## src/rtl/esfa_test_pkg.sv

```systemverilog
`default_nettype none
// ============================================================================
// Module      : esfa_test_pkg
// Description : Shared types and constants for the ESFA self-test sequencer.
// Revision    : 1.0 - initial release
// ============================================================================
package esfa_test_pkg;

    typedef enum logic [2:0] {
        ST_IDLE   = 3'd0,
        ST_FETCH  = 3'd1,
        ST_ISSUE  = 3'd2,
        ST_WAIT   = 3'd3,
        ST_CHECK  = 3'd4,
        ST_REPORT = 3'd5,
        ST_DONE   = 3'd6
    } state_e;

    localparam logic [7:0] PASS_BYTE = 8'h3E;
    localparam logic [7:0] FAIL_BYTE = 8'h21;

    localparam int OFF_WILL_WRITE = 0;
    localparam int OFF_NEW_INDEX  = 1;

    // Instruction word layout, LSB first, every multi-bit field dw wide.
    function automatic int off_new_value(input int dw); return 1 + dw;     endfunction
    function automatic int off_metadata (input int dw); return 1 + 2 * dw; endfunction
    function automatic int off_is_meta  (input int dw); return 1 + 3 * dw; endfunction
    function automatic int off_selector (input int dw); return 2 + 3 * dw; endfunction
    function automatic int off_assert   (input int dw); return 2 + 4 * dw; endfunction

endpackage
`default_nettype wire

```

## src/rtl/esfa_uart_tx.sv

```systemverilog
`default_nettype none
// ============================================================================
// Module      : esfa_uart_tx
// Description : 8N1 UART transmitter, LSB first, CLK_DIV clocks per bit.
// Revision    : 1.0 - initial release
// ============================================================================
module esfa_uart_tx #(
    parameter int CLK_DIV = 868
) (
    input  logic       clk,
    input  logic       rst_n,
    input  logic       tx_valid,
    input  logic [7:0] tx_data,
    output logic       tx_ready,
    output logic       txd
);

    localparam int CNT_W = $clog2(CLK_DIV);
    localparam logic [CNT_W-1:0] BIT_LAST  = CNT_W'(CLK_DIV - 1);
    localparam logic [CNT_W-1:0] STOP_LAST = CNT_W'(CLK_DIV - 2);

    logic             busy_q, busy_d;
    logic [CNT_W-1:0] cnt_q, cnt_d;
    logic [3:0]       bit_q, bit_d;
    logic [7:0]       data_q, data_d;
    logic             txd_q, txd_d;
    logic             w_bit_end;

    // The stop bit is cut one cycle short in the busy state; the idle cycle that
    // follows completes it, so a byte accepted there starts with no extra gap.
    always_comb begin
        busy_d    = busy_q;
        cnt_d     = cnt_q;
        bit_d     = bit_q;
        data_d    = data_q;
        txd_d     = txd_q;
        w_bit_end = (bit_q == 4'd9) ? (cnt_q == STOP_LAST) : (cnt_q == BIT_LAST);
        if (!busy_q) begin
            if (tx_valid) begin
                busy_d = 1'b1;
                cnt_d  = '0;
                bit_d  = 4'd0;
                data_d = tx_data;
                txd_d  = 1'b0;
            end
        end else if (w_bit_end) begin
            cnt_d = '0;
            if (bit_q == 4'd9) begin
                busy_d = 1'b0;
            end else begin
                bit_d = bit_q + 4'd1;
                txd_d = (bit_q == 4'd8) ? 1'b1 : data_q[bit_q[2:0]];
            end
        end else begin
            cnt_d = cnt_q + 1'b1;
        end
    end

    always_ff @(posedge clk or negedge rst_n) begin
        if (!rst_n) begin
            busy_q <= 1'b0;
            cnt_q  <= '0;
            bit_q  <= 4'd0;
            data_q <= 8'd0;
            txd_q  <= 1'b1;
        end else begin
            busy_q <= busy_d;
            cnt_q  <= cnt_d;
            bit_q  <= bit_d;
            data_q <= data_d;
            txd_q  <= txd_d;
        end
    end

    assign tx_ready = !busy_q;
    assign txd      = txd_q;

endmodule
`default_nettype wire

```

## src/rtl/esfa_test_sequencer.sv

```systemverilog
`default_nettype none
// ============================================================================
// Module      : esfa_test_sequencer
// Description : Runs a ROM test programme against the ESFA datapath, checks
//               asserted results and reports the verdict over a UART.
// Revision    : 1.0 - initial release
// ============================================================================
module esfa_test_sequencer
    import esfa_test_pkg::*;
#(
    parameter int ADDR_W       = 8,
    parameter int DATA_W       = 8,
    parameter int NUM_INSTR    = 1,
    parameter int ROM_LATENCY  = 1,
    parameter int DUT_LATENCY  = 1,
    parameter int CLK_DIV      = 868,
    parameter int STOP_ON_FAIL = 1
) (
    input  logic                  clk,
    input  logic                  rst_n,
    input  logic                  start,
    output logic [ADDR_W-1:0]     rom_addr,
    input  logic [3+4*DATA_W-1:0] rom_data,
    output logic                  dut_valid,
    output logic                  dut_will_write,
    output logic [DATA_W-1:0]     dut_new_index,
    output logic [DATA_W-1:0]     dut_new_value,
    output logic [DATA_W-1:0]     dut_metadata,
    output logic                  dut_is_meta,
    output logic [DATA_W-1:0]     dut_selector,
    input  logic                  dut_result_bool,
    input  logic [DATA_W-1:0]     dut_result_value,
    output logic                  uart_txd,
    output logic                  busy,
    output logic                  done,
    output logic                  pass,
    output logic [7:0]            fail_count,
    output logic [ADDR_W-1:0]     first_fail_addr
);

    localparam int INSTR_W    = 3 + 4 * DATA_W;
    localparam int OFF_VAL    = off_new_value(DATA_W);
    localparam int OFF_META   = off_metadata(DATA_W);
    localparam int OFF_IM     = off_is_meta(DATA_W);
    localparam int OFF_SEL    = off_selector(DATA_W);
    localparam int OFF_ASSERT = off_assert(DATA_W);
    localparam int ADDR_BYTES = (ADDR_W + 7) / 8;
    localparam int FAIL_LEN   = 2 + ADDR_BYTES;
    localparam int RPT_W      = $clog2(FAIL_LEN + 1);
    localparam int LAT_MAX    = (ROM_LATENCY > DUT_LATENCY) ? ROM_LATENCY : DUT_LATENCY;
    localparam int LAT_W      = $clog2(LAT_MAX + 1);
    localparam logic [ADDR_W-1:0] LAST_PC = ADDR_W'((NUM_INSTR > 0) ? NUM_INSTR - 1 : 0);

    state_e              state_q, state_d;
    logic [ADDR_W-1:0]   pc_q, pc_d;
    logic [LAT_W-1:0]    lat_q, lat_d;
    logic [INSTR_W-1:0]  instr_q, instr_d;
    logic                dut_valid_q, dut_valid_d;
    logic                busy_q, busy_d;
    logic                done_q, done_d;
    logic                pass_q, pass_d;
    logic [7:0]          fail_count_q, fail_count_d;
    logic [ADDR_W-1:0]   ffa_q, ffa_d;
    logic [RPT_W-1:0]    rpt_idx_q, rpt_idx_d;

    logic                w_fail;
    logic                w_failing;
    logic [RPT_W-1:0]    w_rpt_len;
    logic [8*ADDR_BYTES-1:0] w_addr_pad;
    logic [7:0]          w_tx_data;
    logic                w_tx_valid;
    logic                w_tx_ready;

    // Report byte selection: verdict, then count and big-endian address on failure.
    always_comb begin
        w_failing  = (fail_count_q != 8'd0);
        w_rpt_len  = w_failing ? RPT_W'(FAIL_LEN) : RPT_W'(1);
        w_addr_pad = (8 * ADDR_BYTES)'(ffa_q);
        w_tx_data  = PASS_BYTE;
        if (w_failing) begin
            if (rpt_idx_q == RPT_W'(0)) begin
                w_tx_data = FAIL_BYTE;
            end else if (rpt_idx_q == RPT_W'(1)) begin
                w_tx_data = fail_count_q;
            end
            for (int j = 0; j < ADDR_BYTES; j++) begin
                if (rpt_idx_q == RPT_W'(2 + j)) begin
                    w_tx_data = w_addr_pad[8*(ADDR_BYTES-1-j) +: 8];
                end
            end
        end
        w_tx_valid = (state_q == ST_REPORT) && (rpt_idx_q != w_rpt_len);
    end

    always_comb begin
        state_d      = state_q;
        pc_d         = pc_q;
        lat_d        = lat_q;
        instr_d      = instr_q;
        dut_valid_d  = 1'b0;
        busy_d       = busy_q;
        done_d       = done_q;
        pass_d       = pass_q;
        fail_count_d = fail_count_q;
        ffa_d        = ffa_q;
        rpt_idx_d    = rpt_idx_q;
        w_fail       = instr_q[OFF_ASSERT] &&
                       ((dut_result_bool != instr_q[OFF_IM]) ||
                        (dut_result_value != instr_q[OFF_META +: DATA_W]));
        case (state_q)
            ST_IDLE, ST_DONE: begin
                if (start) begin
                    pc_d         = '0;
                    lat_d        = '0;
                    fail_count_d = 8'd0;
                    ffa_d        = '0;
                    pass_d       = 1'b0;
                    done_d       = 1'b0;
                    busy_d       = 1'b1;
                    rpt_idx_d    = '0;
                    state_d      = (NUM_INSTR == 0) ? ST_REPORT : ST_FETCH;
                end
            end
            ST_FETCH: begin
                if (lat_q == LAT_W'(ROM_LATENCY - 1)) begin
                    instr_d     = rom_data;
                    lat_d       = '0;
                    dut_valid_d = 1'b1;
                    state_d     = ST_ISSUE;
                end else begin
                    lat_d = lat_q + 1'b1;
                end
            end
            ST_ISSUE: begin
                state_d = ST_WAIT;
            end
            ST_WAIT: begin
                if (lat_q == LAT_W'(DUT_LATENCY - 1)) begin
                    lat_d   = '0;
                    state_d = ST_CHECK;
                end else begin
                    lat_d = lat_q + 1'b1;
                end
            end
            ST_CHECK: begin
                if (w_fail) begin
                    if (fail_count_q != 8'hFF) begin
                        fail_count_d = fail_count_q + 8'd1;
                    end
                    if (fail_count_q == 8'd0) begin
                        ffa_d = pc_q;
                    end
                end
                if ((w_fail && (STOP_ON_FAIL != 0)) || (pc_q == LAST_PC)) begin
                    state_d = ST_REPORT;
                end else begin
                    pc_d    = pc_q + 1'b1;
                    state_d = ST_FETCH;
                end
            end
            ST_REPORT: begin
                if (w_tx_valid && w_tx_ready) begin
                    rpt_idx_d = rpt_idx_q + 1'b1;
                end else if ((rpt_idx_q == w_rpt_len) && w_tx_ready) begin
                    done_d  = 1'b1;
                    pass_d  = !w_failing;
                    busy_d  = 1'b0;
                    state_d = ST_DONE;
                end
            end
            default: state_d = ST_IDLE;
        endcase
    end

    always_ff @(posedge clk or negedge rst_n) begin
        if (!rst_n) begin
            state_q      <= ST_IDLE;
            pc_q         <= '0;
            lat_q        <= '0;
            instr_q      <= '0;
            dut_valid_q  <= 1'b0;
            busy_q       <= 1'b0;
            done_q       <= 1'b0;
            pass_q       <= 1'b0;
            fail_count_q <= 8'd0;
            ffa_q        <= '0;
            rpt_idx_q    <= '0;
        end else begin
            state_q      <= state_d;
            pc_q         <= pc_d;
            lat_q        <= lat_d;
            instr_q      <= instr_d;
            dut_valid_q  <= dut_valid_d;
            busy_q       <= busy_d;
            done_q       <= done_d;
            pass_q       <= pass_d;
            fail_count_q <= fail_count_d;
            ffa_q        <= ffa_d;
            rpt_idx_q    <= rpt_idx_d;
        end
    end

    esfa_uart_tx #(
        .CLK_DIV (CLK_DIV)
    ) u_uart_tx (
        .clk      (clk),
        .rst_n    (rst_n),
        .tx_valid (w_tx_valid),
        .tx_data  (w_tx_data),
        .tx_ready (w_tx_ready),
        .txd      (uart_txd)
    );

    assign rom_addr        = pc_q;
    assign dut_valid       = dut_valid_q;
    assign dut_will_write  = instr_q[OFF_WILL_WRITE];
    assign dut_new_index   = instr_q[OFF_NEW_INDEX +: DATA_W];
    assign dut_new_value   = instr_q[OFF_VAL +: DATA_W];
    assign dut_metadata    = instr_q[OFF_META +: DATA_W];
    assign dut_is_meta     = instr_q[OFF_IM];
    assign dut_selector    = instr_q[OFF_SEL +: DATA_W];
    assign busy            = busy_q;
    assign done            = done_q;
    assign pass            = pass_q;
    assign fail_count      = fail_count_q;
    assign first_fail_addr = ffa_q;

endmodule
`default_nettype wire

```

## config.mk

```make
export PLATFORM = sky130hd
export DESIGN_NAME = esfa_test_sequencer
export DESIGN_NICKNAME = d
export VERILOG_FILES = /design/src/rtl/esfa_test_pkg.sv /design/src/rtl/esfa_uart_tx.sv /design/src/rtl/esfa_test_sequencer.sv
export SDC_FILE = /design/constraint.sdc
export NUM_CORES = 1
export LEC_CHECK = 0
export CORE_MARGIN = 4
export CORE_UTILIZATION = 55
export DETAILED_ROUTE_END_ITERATION = 8
export PLACE_DENSITY = 0.9
export SYNTH_ARGS = -nofsm -noshare
export SYNTH_HDL_FRONTEND = slang
export SYNTH_SLANG_ARGS = --single-unit
```

## constraint.sdc

```tcl
create_clock -name clk -period 3.45 [get_ports clk]
set_clock_uncertainty 0.05 [all_clocks]
set_input_delay 0.5175 -clock clk [delete_from_list [all_inputs] [get_ports clk]]
set_output_delay 0.5175 -clock clk [all_outputs]
set_load 0.02 [all_outputs]
```

==> results.md <==
- Iteration count of the initial detailed-routing pass: 5
- Distinct cells, synth: 57
- Fmax: 0.3913 GHz
- Clock transition at path regs: 100 ps
- Library cell with the largest summed area after synthesis: dfrtp_1
- CP cell instances: inv_1, ha_1, nand3b_1, xnor2_1, a21oi_1, o21ai_0, a31oi_1
- Via total after detailed routing: 3621
- Count of antenna-violating nets left after detailed routing: 0
- Post-Layout Cell Count: 630
- Cell Rows: 34
- Post-CTS repair timing setup buffer count: 0
- Core area: 8678 sq um
- Seq/Total Area, Yosys: 0.4729
- Clock buffer depth: 2
- Sum of negative setup slack: 0 ps
- Cells resized by post-CTS repair: 0
- Status: complete, no violations
- Max Transition Viols Final: 0
- Warnings from Yosys: 0
- Final setup vio count: 0
- Path type of the worst min-delay path: in -> async
- All-Layer GR Usage: 0.2227
- Startpoint type of the worst setup path: flip-flop
- Pin count of the biggest net entering global routing: 46
- Vias in the first global route: 3643
- Kind of end point of the critical path: flip-flop
- Data arrival time of the worst path: 2770 ps
- Number of inserted diodes: 0
- Via-to-Cell Ratio: 5.748
- Synthesized net count: 499
- Power density over cell area: 758.2 nW/um^2
- Number of input and output port buffers inserted: 109
- Flip-flop cell with the highest count after synthesis: dfrtp_1
- Critical setup path kind: reg -> reg
- Routability congestion estimate from global placement: 0.8549
- Post-synth design cell area: 4871 sq um
- Count of cells along the worst register-to-register path: 7
- Ports placed on the boundary: 110
- Slowest library cell on the worst path: a21oi_1
- # DRC: 0
- Number of placed cells counting well taps: 614
- Clock tree from TritonCTS: done
- Number of storage elements in the synthesis netlist: 92
- Cell leakage power: 2.510 nW
- Clock sinks: 92
- Synthesized area per cell: 11.05 sq um
- Starting DRC count in detailed routing: 154
- Cell types occupying the most area after synthesis: dfrtp_1 47%, mux2_2 9.0%, buf_4 4.9%
- Transition time of the tightest slew-check pin: 1236 ps
- Portion of synthesized cell area occupied by the leading cell type: 0.4675
- Endpoints failing hold: 0
- Width of the die: 102.1 um
- Gate count after technology mapping: 441
- Number of flops mapped to enable cells by yosys: 0
- Max-capacitance violation count: 0
- Tmin final: 2555 ps
- Slew margin rel.: 0.1762
- Routed WL: 11130 um
- Nets@finish: 575
- Async set-reset flop share out of synthesis: 1.000
- Clock insertion delay at the later pin of the skew report: 350 ps
- Overall die area: 10430 sq um
- Unrepaired setup endpoints after global routing: false
- Layout overhead on the synthesized area: 24.27%
- Critical path's largest stage delay: 970 ps
- Total half-perimeter wirelength after legalization and detailed placement: 8065 um
- Fraction of final layout cells with drive strength greater than 1: 0.1475
- Clock buffer count from CTS: 9
- Routed len/inst: 17.67 um
- Die Span Y: 102.1 um
- Clock Tree Root: clkbuf_8
- H-Tree Depth: 3
- CP required: 3670 ps
- Number of antenna violations at the first check in global routing: 0
- Final period utilization: 0.7407
- Total overflow reported by the global router: 0
- Maximum fanout count along the critical path: 19
- Largest vdd supply drop: 0.0004646 V
- Post-CTS Hold Buffers: 0
- Worst hold-check slack: 107.8 ps
- Initial Util: 0.5613
- Global-route wire length before repair: 18160 um
## final timing paths
path	end	startpoint	slack (ps)
min reg2reg	done	done	450
min in group clk	done	done	450
max	u_uart_tx.cnt_q[5]	u_uart_tx.bit_q[1]	890
max reg2reg	u_uart_tx.cnt_q[5]	u_uart_tx.bit_q[1]	890
min	u_uart_tx.cnt_q[9]	rst_n	110
max in group asynchronous	state_q[1]	rst_n	2470
## cell families after synthesis
| logic type | after synthesis | share of synthesized area |
|---|---|---|
| compound gates | 68 | 0.1038 |
| fa+ha+maj | 11 | 0.02826 |
| simple gates | 126 | 0.1418 |
| xor+xnor | 15 | 0.02697 |
| flops | 92 | 0.4729 |
| buf+inv | 68 | 0.07963 |
| mux | 61 | 0.1467 |
## sequential cells by signal, summed over array words and instances, names as in the netlist, 2 cells and up
signal and flops:
fail_count 8, first_fail_addr 8, instr_q 35, rom_addr 8
rpt_idx_q 2, state_q 3, u_uart_tx.bit_q 4, u_uart_tx.cnt_q 10
u_uart_tx.data_q 8
## where the power goes
part	total (mW)	switching [mW]	internal (mW)
logic	2.04	1.00	1.03
registers	1.74	0.323	1.42
clock network	0.812	0.381	0.431
## critical path, delay by kind of cell, from the launching register on
family,cells,cell delay [ps]
AOI/OAI and AO/OA,3,1410
DFF,1,470
xor gates and xnor gates,1,160
adders and majority gates,1,140
and+or+nand+nor,1,140
buffers and inverters,1,110
## cell usage in the layout, fill, tap and decap left out, types with 3 or more instances in the layout
| master | Yosys | routed |
|---|---|---|
| mux2i_1 | 14 | 14 |
| o21ai_0 | 9 | 9 |
| and2_1 | 3 | 3 |
| xnor2_1 | 13 | 13 |
| nand3b_1 | 3 | 3 |
| or4_1 | 5 | 5 |
| a21oi_1 | 12 | 12 |
| o211ai_1 | 4 | 4 |
| a21boi_0 | 5 | 5 |
| inv_1 | 19 | 19 |
| o31ai_1 | 5 | 5 |
| nand3_1 | 19 | 19 |
| a221o_1 | 8 | 8 |
| mux2_4 | 6 | 6 |
| nand2_1 | 30 | 30 |
| buf_4 | 32 | 6 |
| nand4_1 | 3 | 3 |
| nor2b_1 | 3 | 3 |
| or3_1 | 4 | 4 |
| mux2_2 | 39 | 39 |
| clkdlybuf4s50_1 | 0 | 108 |
| dfrtp_1 | 91 | 91 |
| clkbuf_8 | 0 | 10 |
| nand2b_1 | 10 | 10 |
| nor3_1 | 10 | 10 |
| a31oi_1 | 7 | 7 |
| and3_1 | 13 | 13 |
| nor2_1 | 13 | 13 |
| ha_1 | 11 | 11 |
## layer usage
| layer | up-vias | GRT usage | share of wire |
|---|---|---|---|
| li1 | 1700 | - | - |
| met1 | 1784 | 0.2905 | 0.41 |
| met2 | 116 | 0.3728 | 0.52 |
| met3 | 21 | 0.03208 | 0.049 |
| met4 | 0 | 0.09384 | 0.023 |
| met5 | - | 0 | 0 |
## cell type report
class                      instances  area, sq um
fill                             625         2625
multi-input combinational        281         2192
clock buffer                      11        141.4
tap                              108        135.1
inverter                          19        71.32
clock inverter                     5        83.83
timing repair buffer             114         1126
sequential                        92         2303
## cells in the mapped netlist (all sizes together), types with 4 or more instances
library cell and n:
nor2 13, a221o 8, nand2b 11, a31oi 8, nand3 19, a21oi 12
o211ai 4, nor3 10, a21boi 5, mux2i 14, and3 13, or3 4
nand2 30, or4 5, o31ai 5, mux2 45, o21ai 10, ha 11
dfrtp 91, xnor2 13, clkbuf 12, inv 19, buf 37
## metrics by stage
stage          utilization  setup WS (ps)  total power, mW  instance area [sq um]
2_1_floorplan            -           1091            3.201                   4871
3_3_place_gp        0.6716          916.7            3.713                   5828
3_5_place_dp        0.6716          794.6            3.799                   5828
4_1_cts             0.6975          906.9            4.624                   6053
5_1_grt             0.6975          627.0            4.856                   6053
6_report            0.6975          894.6            4.590                   6053
Note: power is estimated with default switching activity, not from simulation.
